[config.mk]
export PLATFORM = sky130hd
export DESIGN_NAME = intc
export DESIGN_NICKNAME = d
export VERILOG_FILES = /design/src/rtl/intc.sv
export SDC_FILE = /design/constraint.sdc
export NUM_CORES = 1
export LEC_CHECK = 0
export CAP_MARGIN = 20
export CORE_MARGIN = 2
export CORE_UTILIZATION = 40
export DETAILED_ROUTE_END_ITERATION = 10
export PLACE_DENSITY = 0.63
export SKIP_LAST_GASP = 1
export SYNTH_ARGS = -nofsm -noshare
export SYNTH_HDL_FRONTEND = slang
export SYNTH_SLANG_ARGS = --single-unit
[constraint.sdc]
create_clock -name clk -period 3.5 [get_ports clk]
set_clock_uncertainty 0.15 [all_clocks]
set_input_delay 0.35 -clock clk [delete_from_list [all_inputs] [get_ports clk]]
set_output_delay 0.35 -clock clk [all_outputs]
set_load 0.01 [all_outputs]
[src/rtl/intc.sv]
// rtl/intc.sv - interrupt controller: synchronized irq lines, pending/mask, count/compare timer on line 5
// Optional INTC_PRIO_EN adds a read-only priority encoder register at word 6.
module intc #(
    parameter int         SYNC_STAGES = 2,
    parameter logic [4:0] RESET_EDGE  = 5'b00000
) (
    input  logic        clk,
    input  logic        rst,
    input  logic [4:0]  irq_src,
    input  logic        bus_req,
    input  logic        bus_we,
    input  logic [2:0]  bus_addr,
    input  logic [31:0] bus_wdata,
    output logic        bus_ack,
    output logic [31:0] bus_rdata,
    output logic [5:0]  hard_int
);

    typedef enum logic [1:0] {
        S_IDLE,
        S_ACK,
        S_WAIT
    } bus_state_t;

    bus_state_t state, state_next;

    logic [4:0]  sync_q [SYNC_STAGES];
    logic [4:0]  sync_lvl;
    logic [4:0]  edge_hist;
    logic [4:0]  rise;

    logic [5:0]  pending, pending_next;
    logic [5:0]  mask;
    logic [4:0]  edge_mode;
    logic [31:0] tcount, tcount_next;
    logic [31:0] tcmp;
    logic [1:0]  tctrl;
    logic [5:0]  w1c;
    logic        match;

    logic        access, wr, rd;
    logic [31:0] rd_val;

    assign access = (state == S_IDLE) && bus_req;
    assign wr     = access && bus_we;
    assign rd     = access && !bus_we;

    assign sync_lvl = sync_q[SYNC_STAGES-1];
    assign rise     = sync_lvl & ~edge_hist;
    assign match    = tctrl[0] && (tcount == tcmp);
    assign w1c      = (wr && bus_addr == 3'd0) ? bus_wdata[5:0] : 6'd0;

    always_ff @(posedge clk) begin
        if (rst) begin
            for (int i = 0; i < SYNC_STAGES; i++) sync_q[i] <= '0;
            edge_hist <= '0;
        end else begin
            sync_q[0] <= irq_src;
            for (int i = 1; i < SYNC_STAGES; i++) sync_q[i] <= sync_q[i-1];
            edge_hist <= sync_lvl;
        end
    end

    // A new edge or timer match wins over a same-cycle W1C; a TCMP write beats a match.
    always_comb begin
        pending_next = pending;
        for (int i = 0; i < 5; i++) begin
            if (edge_mode[i]) pending_next[i] = (pending[i] & ~w1c[i]) | rise[i];
            else              pending_next[i] = sync_lvl[i];
        end
        if (wr && bus_addr == 3'd4) pending_next[5] = 1'b0;
        else if (match)             pending_next[5] = 1'b1;
        else                        pending_next[5] = pending[5] & ~w1c[5];
    end

    always_comb begin
        tcount_next = tcount;
        if (wr && bus_addr == 3'd3) tcount_next = bus_wdata;
        else if (tctrl[0])          tcount_next = (match && tctrl[1]) ? 32'd0 : tcount + 32'd1;
    end

`ifdef INTC_PRIO_EN
    logic [5:0]  prio_vec;
    logic [31:0] prio;
    assign prio_vec = pending & mask;

    // Scan downward so the lowest set index is the one left standing.
    always_comb begin
        prio = 32'd0;
        for (int i = 5; i >= 0; i--) begin
            if (prio_vec[i]) prio = {1'b1, 28'd0, 3'(i)};
        end
    end
`endif

    always_comb begin
        rd_val = 32'd0;
        case (bus_addr)
            3'd0: rd_val = {26'd0, pending};
            3'd1: rd_val = {26'd0, mask};
            3'd2: rd_val = {27'd0, edge_mode};
            3'd3: rd_val = tcount;
            3'd4: rd_val = tcmp;
            3'd5: rd_val = {30'd0, tctrl};
`ifdef INTC_PRIO_EN
            3'd6: rd_val = prio;
`endif
            default: rd_val = 32'd0;
        endcase
    end

    always_ff @(posedge clk) begin
        if (rst) begin
            pending   <= '0;
            mask      <= '0;
            edge_mode <= RESET_EDGE;
            tcount    <= '0;
            tcmp      <= 32'hFFFF_FFFF;
            tctrl     <= '0;
            hard_int  <= '0;
            bus_rdata <= '0;
        end else begin
            pending   <= pending_next;
            tcount    <= tcount_next;
            hard_int  <= pending & mask;
            bus_rdata <= rd ? rd_val : 32'd0;
            if (wr) begin
                case (bus_addr)
                    3'd1:    mask      <= bus_wdata[5:0];
                    3'd2:    edge_mode <= bus_wdata[4:0];
                    3'd4:    tcmp      <= bus_wdata;
                    3'd5:    tctrl     <= bus_wdata[1:0];
                    default: ;
                endcase
            end
        end
    end

    always_ff @(posedge clk) begin
        if (rst) state <= S_IDLE;
        else     state <= state_next;
    end

    // WAIT holds off a still-asserted request so it is not serviced twice.
    always_comb begin
        state_next = state;
        bus_ack    = 1'b0;
        case (state)
            S_IDLE: if (bus_req) state_next = S_ACK;
            S_ACK: begin
                bus_ack    = 1'b1;
                state_next = S_WAIT;
            end
            S_WAIT: if (!bus_req) state_next = S_IDLE;
            default: state_next = S_IDLE;
        endcase
    end

endmodule
==> report_table.html <==
<table>
<tr><th>Metric</th><th>Value</th></tr>
<tr><th colspan="2">Routing</th></tr>
<tr><td>Number of optimization iterations in the first detailed-route pass</td><td>5</td></tr>
<tr><td>Average vias per placed instance</td><td>5.328</td></tr>
<tr><td>Post-route antenna net violation count</td><td>0</td></tr>
<tr><td>Routed Wire Length</td><td>16.79 mm</td></tr>
<tr><td>Routed length per placed instance</td><td>16.78 um</td></tr>
<tr><td>DRC errors left</td><td>0</td></tr>
<tr><td>DR vias</td><td>5,333</td></tr>
<tr><td>DRT iter0 DRCs</td><td>437</td></tr>
<tr><th colspan="2">Pwr</th></tr>
<tr><td>Logic gate share of total power</td><td>6.0%</td></tr>
<tr><td>Power per standard cell area</td><td>462.0 mW/mm2</td></tr>
<tr><td>Fraction of power spent switching nets</td><td>22.41%</td></tr>
<tr><td>Clock group share of total power</td><td>49.3%</td></tr>
<tr><td>Net switching power</td><td>0.8113 mW</td></tr>
<tr><td>Sequential power share</td><td>44.7%</td></tr>
<tr><td>Power consumption</td><td>3.621 mW</td></tr>
<tr><td>Internal cell power</td><td>2.810 mW</td></tr>
<tr><td>Worst vdd rail ir drop</td><td>0.0003137 V</td></tr>
<tr><td>Standby leakage power</td><td>2.791 nW</td></tr>
<tr><th colspan="2">Synth</th></tr>
<tr><td>Most numerous cell in the Yosys netlist</td><td>dfxtp_1</td></tr>
<tr><td>Simple-gate portion of the synthesized area</td><td>27.24%</td></tr>
<tr><td>Most area-consuming cells after synthesis</td><td>dfxtp_1, nand2_1, xor2_1</td></tr>
<tr><td>Nets in the synthesized netlist</td><td>754</td></tr>
<tr><td>Portion of netlist area occupied by mux cells</td><td>4.223%</td></tr>
<tr><td>Synth Cell Area</td><td>0.006251 mm2</td></tr>
<tr><td>Count of state elements after synthesis</td><td>138</td></tr>
<tr><td>Commonest register cell after synthesis</td><td>dfxtp_1</td></tr>
<tr><td>Fraction of synthesized cell area in xor and xnor cells</td><td>7.006%</td></tr>
<tr><td>Number of warnings reported in the yosys synthesis log</td><td>0</td></tr>
<tr><td>Adder and majority gate portion of the synthesized area</td><td>0.2002%</td></tr>
<tr><td>Fraction of synthesized cell area taken by the top area cell type</td><td>44.20%</td></tr>
<tr><td>Synth cell count leaders</td><td>dfxtp_1, nand2_1, nor2_1</td></tr>
<tr><td>Syn avg cell area</td><td>8.817 um2</td></tr>
<tr><td>Number of flops mapped to enable cells by yosys</td><td>0</td></tr>
<tr><td>Post-synthesis cell type with the largest combined area</td><td>dfxtp_1</td></tr>
<tr><td>Combinational family with the most area after synthesis</td><td>simple AND/OR/NAND/NOR gates</td></tr>
<tr><td>FFs w/ async S/R, synth</td><td>0%</td></tr>
<tr><td>Synth Area in Compound Gates</td><td>12.41%</td></tr>
<tr><td>Fraction of the yosys area taken by sequential cells</td><td>44.20%</td></tr>
<tr><td>Cell count after synthesis</td><td>709</td></tr>
<tr><td>Number of different library cells in the post-synthesis netlist</td><td>64</td></tr>
<tr><th colspan="2">Die</th></tr>
<tr><td>Horiz. Die Dim</td><td>129.0 um</td></tr>
<tr><td>Initial Utilization</td><td>40.97%</td></tr>
<tr><td>Die height</td><td>129.0 um</td></tr>
<tr><td># rows</td><td>45</td></tr>
<tr><td>Die outline area</td><td>0.01664 mm2</td></tr>
<tr><td>Ports placed on the boundary</td><td>83</td></tr>
<tr><td>Core footprint</td><td>0.01526 mm2</td></tr>
<tr><th colspan="2">Min path</th></tr>
<tr><td>Endpoint of the worst hold path</td><td>sync_q[0][9]$_SDFF_PP0_</td></tr>
<tr><td>Cell depth of the worst min-delay path</td><td>1</td></tr>
<tr><td>Beginning of the worst hold path</td><td>sync_q[0][4]$_SDFF_PP0_</td></tr>
<tr><td>Classification of the worst-slack hold path</td><td>reg2reg</td></tr>
<tr><th colspan="2">GRT</th></tr>
<tr><td>Wire length of the first global-routing pass</td><td>27.13 mm</td></tr>
<tr><td>Largest net degree at the start of global routing</td><td>113</td></tr>
<tr><td>Number of global-route vias before repair</td><td>5,155</td></tr>
<tr><td>GRT Resource Usage Total</td><td>21.04%</td></tr>
<tr><td>Number of antenna violations at the first check in global routing</td><td>0</td></tr>
<tr><td>Overall overflow remaining after global route</td><td>0</td></tr>
<tr><th colspan="2">Setup path</th></tr>
<tr><td>Data required time of the critical path</td><td>3.62 ns</td></tr>
<tr><td>Critical path cell sequence</td><td>xor2_1 -&gt; nor4_1 -&gt; nand3_1 -&gt; nor3_1 -&gt; and4_4 -&gt; nor2_1 -&gt; buf_4 -&gt; o2bb2ai_1</td></tr>
<tr><td>R2R setup slack</td><td>0.80 ns</td></tr>
<tr><td>End of the worst register-to-register path</td><td>tcount[1]$_SDFFE_PP0P_</td></tr>
<tr><td>Kind of cell with the highest combined delay on the critical path</td><td>simple AND/OR/NAND/NOR gates</td></tr>
<tr><td>Cell depth of the worst flop-to-flop path</td><td>8</td></tr>
<tr><td>CP max-delay cell</td><td>nor4_1</td></tr>
<tr><td>CP Class</td><td>reg2reg</td></tr>
<tr><td>WP data arrival</td><td>2.82 ns</td></tr>
<tr><td>Highest net fanout along the worst path</td><td>22</td></tr>
<tr><td>CP Launch Type</td><td>flop</td></tr>
<tr><td>Source of the worst register-to-register timing path</td><td>tcount[26]$_SDFFE_PP0P_</td></tr>
<tr><td>CP bufs+invs</td><td>1</td></tr>
<tr><td>Highest cell delay on the worst timing path</td><td>0.55 ns</td></tr>
<tr><td>Element type at the critical path end</td><td>flop</td></tr>
<tr><th colspan="2">Final layout</th></tr>
<tr><td>Core Util, Final</td><td>51.37%</td></tr>
<tr><td>Final instance count without filler cells</td><td>1,001</td></tr>
<tr><td>Layout cell share with drive strength beyond 1</td><td>8.354%</td></tr>
<tr><td>Layout overhead on the synthesized area</td><td>25.38%</td></tr>
<tr><td>NumNets Final</td><td>824</td></tr>
<tr><td>Number of antenna repair diodes</td><td>0</td></tr>
<tr><th colspan="2">STA</th></tr>
<tr><td>WHS</td><td>0.2852 ns</td></tr>
<tr><td>Share of the clock period used by the worst path</td><td>77.11%</td></tr>
<tr><td>Final setup TNS</td><td>0 ns</td></tr>
<tr><td>Pin slew with the least headroom to its limit</td><td>1.069 ns</td></tr>
<tr><td>Unrepaired setup endpoints after global routing</td><td>no</td></tr>
<tr><td>Timing-limited maximum frequency</td><td>0.3705 GHz</td></tr>
<tr><td>Final Max Slew Viols</td><td>0</td></tr>
<tr><td>Setup violation total in the final timing report</td><td>0</td></tr>
<tr><td>Max transition margin</td><td>28.72%</td></tr>
<tr><td>Final Hold Viols</td><td>0</td></tr>
<tr><td>Post-layout minimum cycle time</td><td>2.699 ns</td></tr>
<tr><th colspan="2">Clock network</th></tr>
<tr><td>Number of buffers created by CTS</td><td>17</td></tr>
<tr><td>Total setup buffers inserted after CTS</td><td>0</td></tr>
<tr><td>Depth of the CTS H-tree</td><td>4</td></tr>
<tr><td>Clock-pin slew on the worst setup and hold paths</td><td>0.06 ns</td></tr>
<tr><td>CTS root buf</td><td>clkbuf_16</td></tr>
<tr><td>Clock Path Buffers</td><td>2</td></tr>
<tr><td>Later-pin clock latency in the skew report</td><td>0.42 ns</td></tr>
<tr><td>Count of clock tree sinks</td><td>138</td></tr>
<tr><td>TritonCTS clock tree</td><td>built</td></tr>
<tr><th colspan="2">Place</th></tr>
<tr><td>Quantity of I/O buffers inserted on ports</td><td>82</td></tr>
<tr><td>Placer congestion estimate</td><td>0.9280</td></tr>
<tr><td>Detail Placement HPWL</td><td>11.61 mm</td></tr>
<tr><td>Placed cell count</td><td>970</td></tr>
<tr><th colspan="2">Outcome</th></tr>
<tr><td>Outcome</td><td>completed</td></tr>
<tr><th colspan="2">Run</th></tr>
<tr><td>Max-capacitance violation count</td><td>0</td></tr>
</table>
[registers in the layout, summed over array words and instances, names as in the netlist]
name	flops
bus_rdata	32
edge_hist	5
edge_mode	5
hard_int	6
mask	6
pending	6
state	2
sync_q	10
tcmp	32
tcount	32
tctrl	2
[what timing repair did]
item | in CTS | in global routing
setup endpoints to repair | 0 | 0
hold endpoints to repair | 1 | 0
hold buffers | 1 | 0
gates resized for setup | 0 | 0
[logic make-up (layout without fill, tap and decap cells)]
group / Yosys count / count (layout)
buffers and inverters: 63 / 144
AO/OA/AOI/OAI: 112 / 112
XOR/XNOR: 50 / 50
flip-flops: 138 / 138
adder cells (fa/ha/maj): 1 / 1
multiplexers: 22 / 22
AND/OR/NAND/NOR: 323 / 323
[layout make-up]
class                      count  area, um2
sequential                   138       2763
clock buffer                  18      429.2
tap                          211      264.0
clock inverter                12      152.6
multi-input combinational    508       3198
fill                        1397       7421
timing repair buffer         100      978.4
inverter                      14      52.55
[per-stage QoR]
step,instance area (um2),worst slack (ns)
2_1_floorplan,6251,1.167
4_1_cts,7838,0.8587
3_5_place_dp,7246,0.6167
3_3_place_gp,7246,0.6324
5_1_grt,7838,0.7051
6_report,7838,0.8011
[how the worst max path moves through the flow]
stage	from	endpoint	slack [ns]	depth (start not counted)
floorplan	bus_addr[2]	tcount[19]$_SDFFE_PP0P_	1.17	8
global placement	bus_we	tcount[19]$_SDFFE_PP0P_	0.63	8
detailed placement	bus_we	tcount[19]$_SDFFE_PP0P_	0.62	8
CTS	tcount[26]$_SDFFE_PP0P_	tcount[1]$_SDFFE_PP0P_	0.86	8
global route	tcount[26]$_SDFFE_PP0P_	tcount[2]$_SDFFE_PP0P_	0.71	8
finish	tcount[26]$_SDFFE_PP0P_	tcount[1]$_SDFFE_PP0P_	0.80	8
[power groups by stage]
stage	Combinational, mW	Sequential [mW]	Clock, mW
after floorplan	0.114	1.65	0
after global placement	0.213	1.65	0
after detailed placement	0.216	1.65	0
after CTS	0.218	1.62	1.81
after global routing	0.237	1.62	1.88
final	0.218	1.62	1.79
[per-layer routing]
layer  wire (um)  track usage (%)  share of wire, %  vias up
met5           0                0                 0        -
met4         314            7.737               1.9        0
met3         830            4.542               4.9       28
met2        7984            34.39                48      157
met1        7664            27.47                46     2566
li1            -                -                 -     2582
[placed cells by master, fill, tap and decap left out, types with 4 or more instances in the layout]
cell             count
nor4_1               6
o21ai_0             13
and3_1               7
xnor2_1             18
a211o_1              5
o2bb2ai_1           12
and2_1              11
a21oi_1             28
buf_4               15
inv_1               14
a22oi_1             29
clkbuf_16           17
or3_1               17
nand3b_1            31
a32o_1               5
nor2_1              74
mux2i_1             17
clkinvlp_4           4
xor2_1              32
o31ai_1              4
dfxtp_1            138
nor3_1               7
nor3b_1              8
nand3_1             15
clkdlybuf4s50_1     81
nand2_1             98
nor2b_1             23
(Power assumes the default switching activity.)
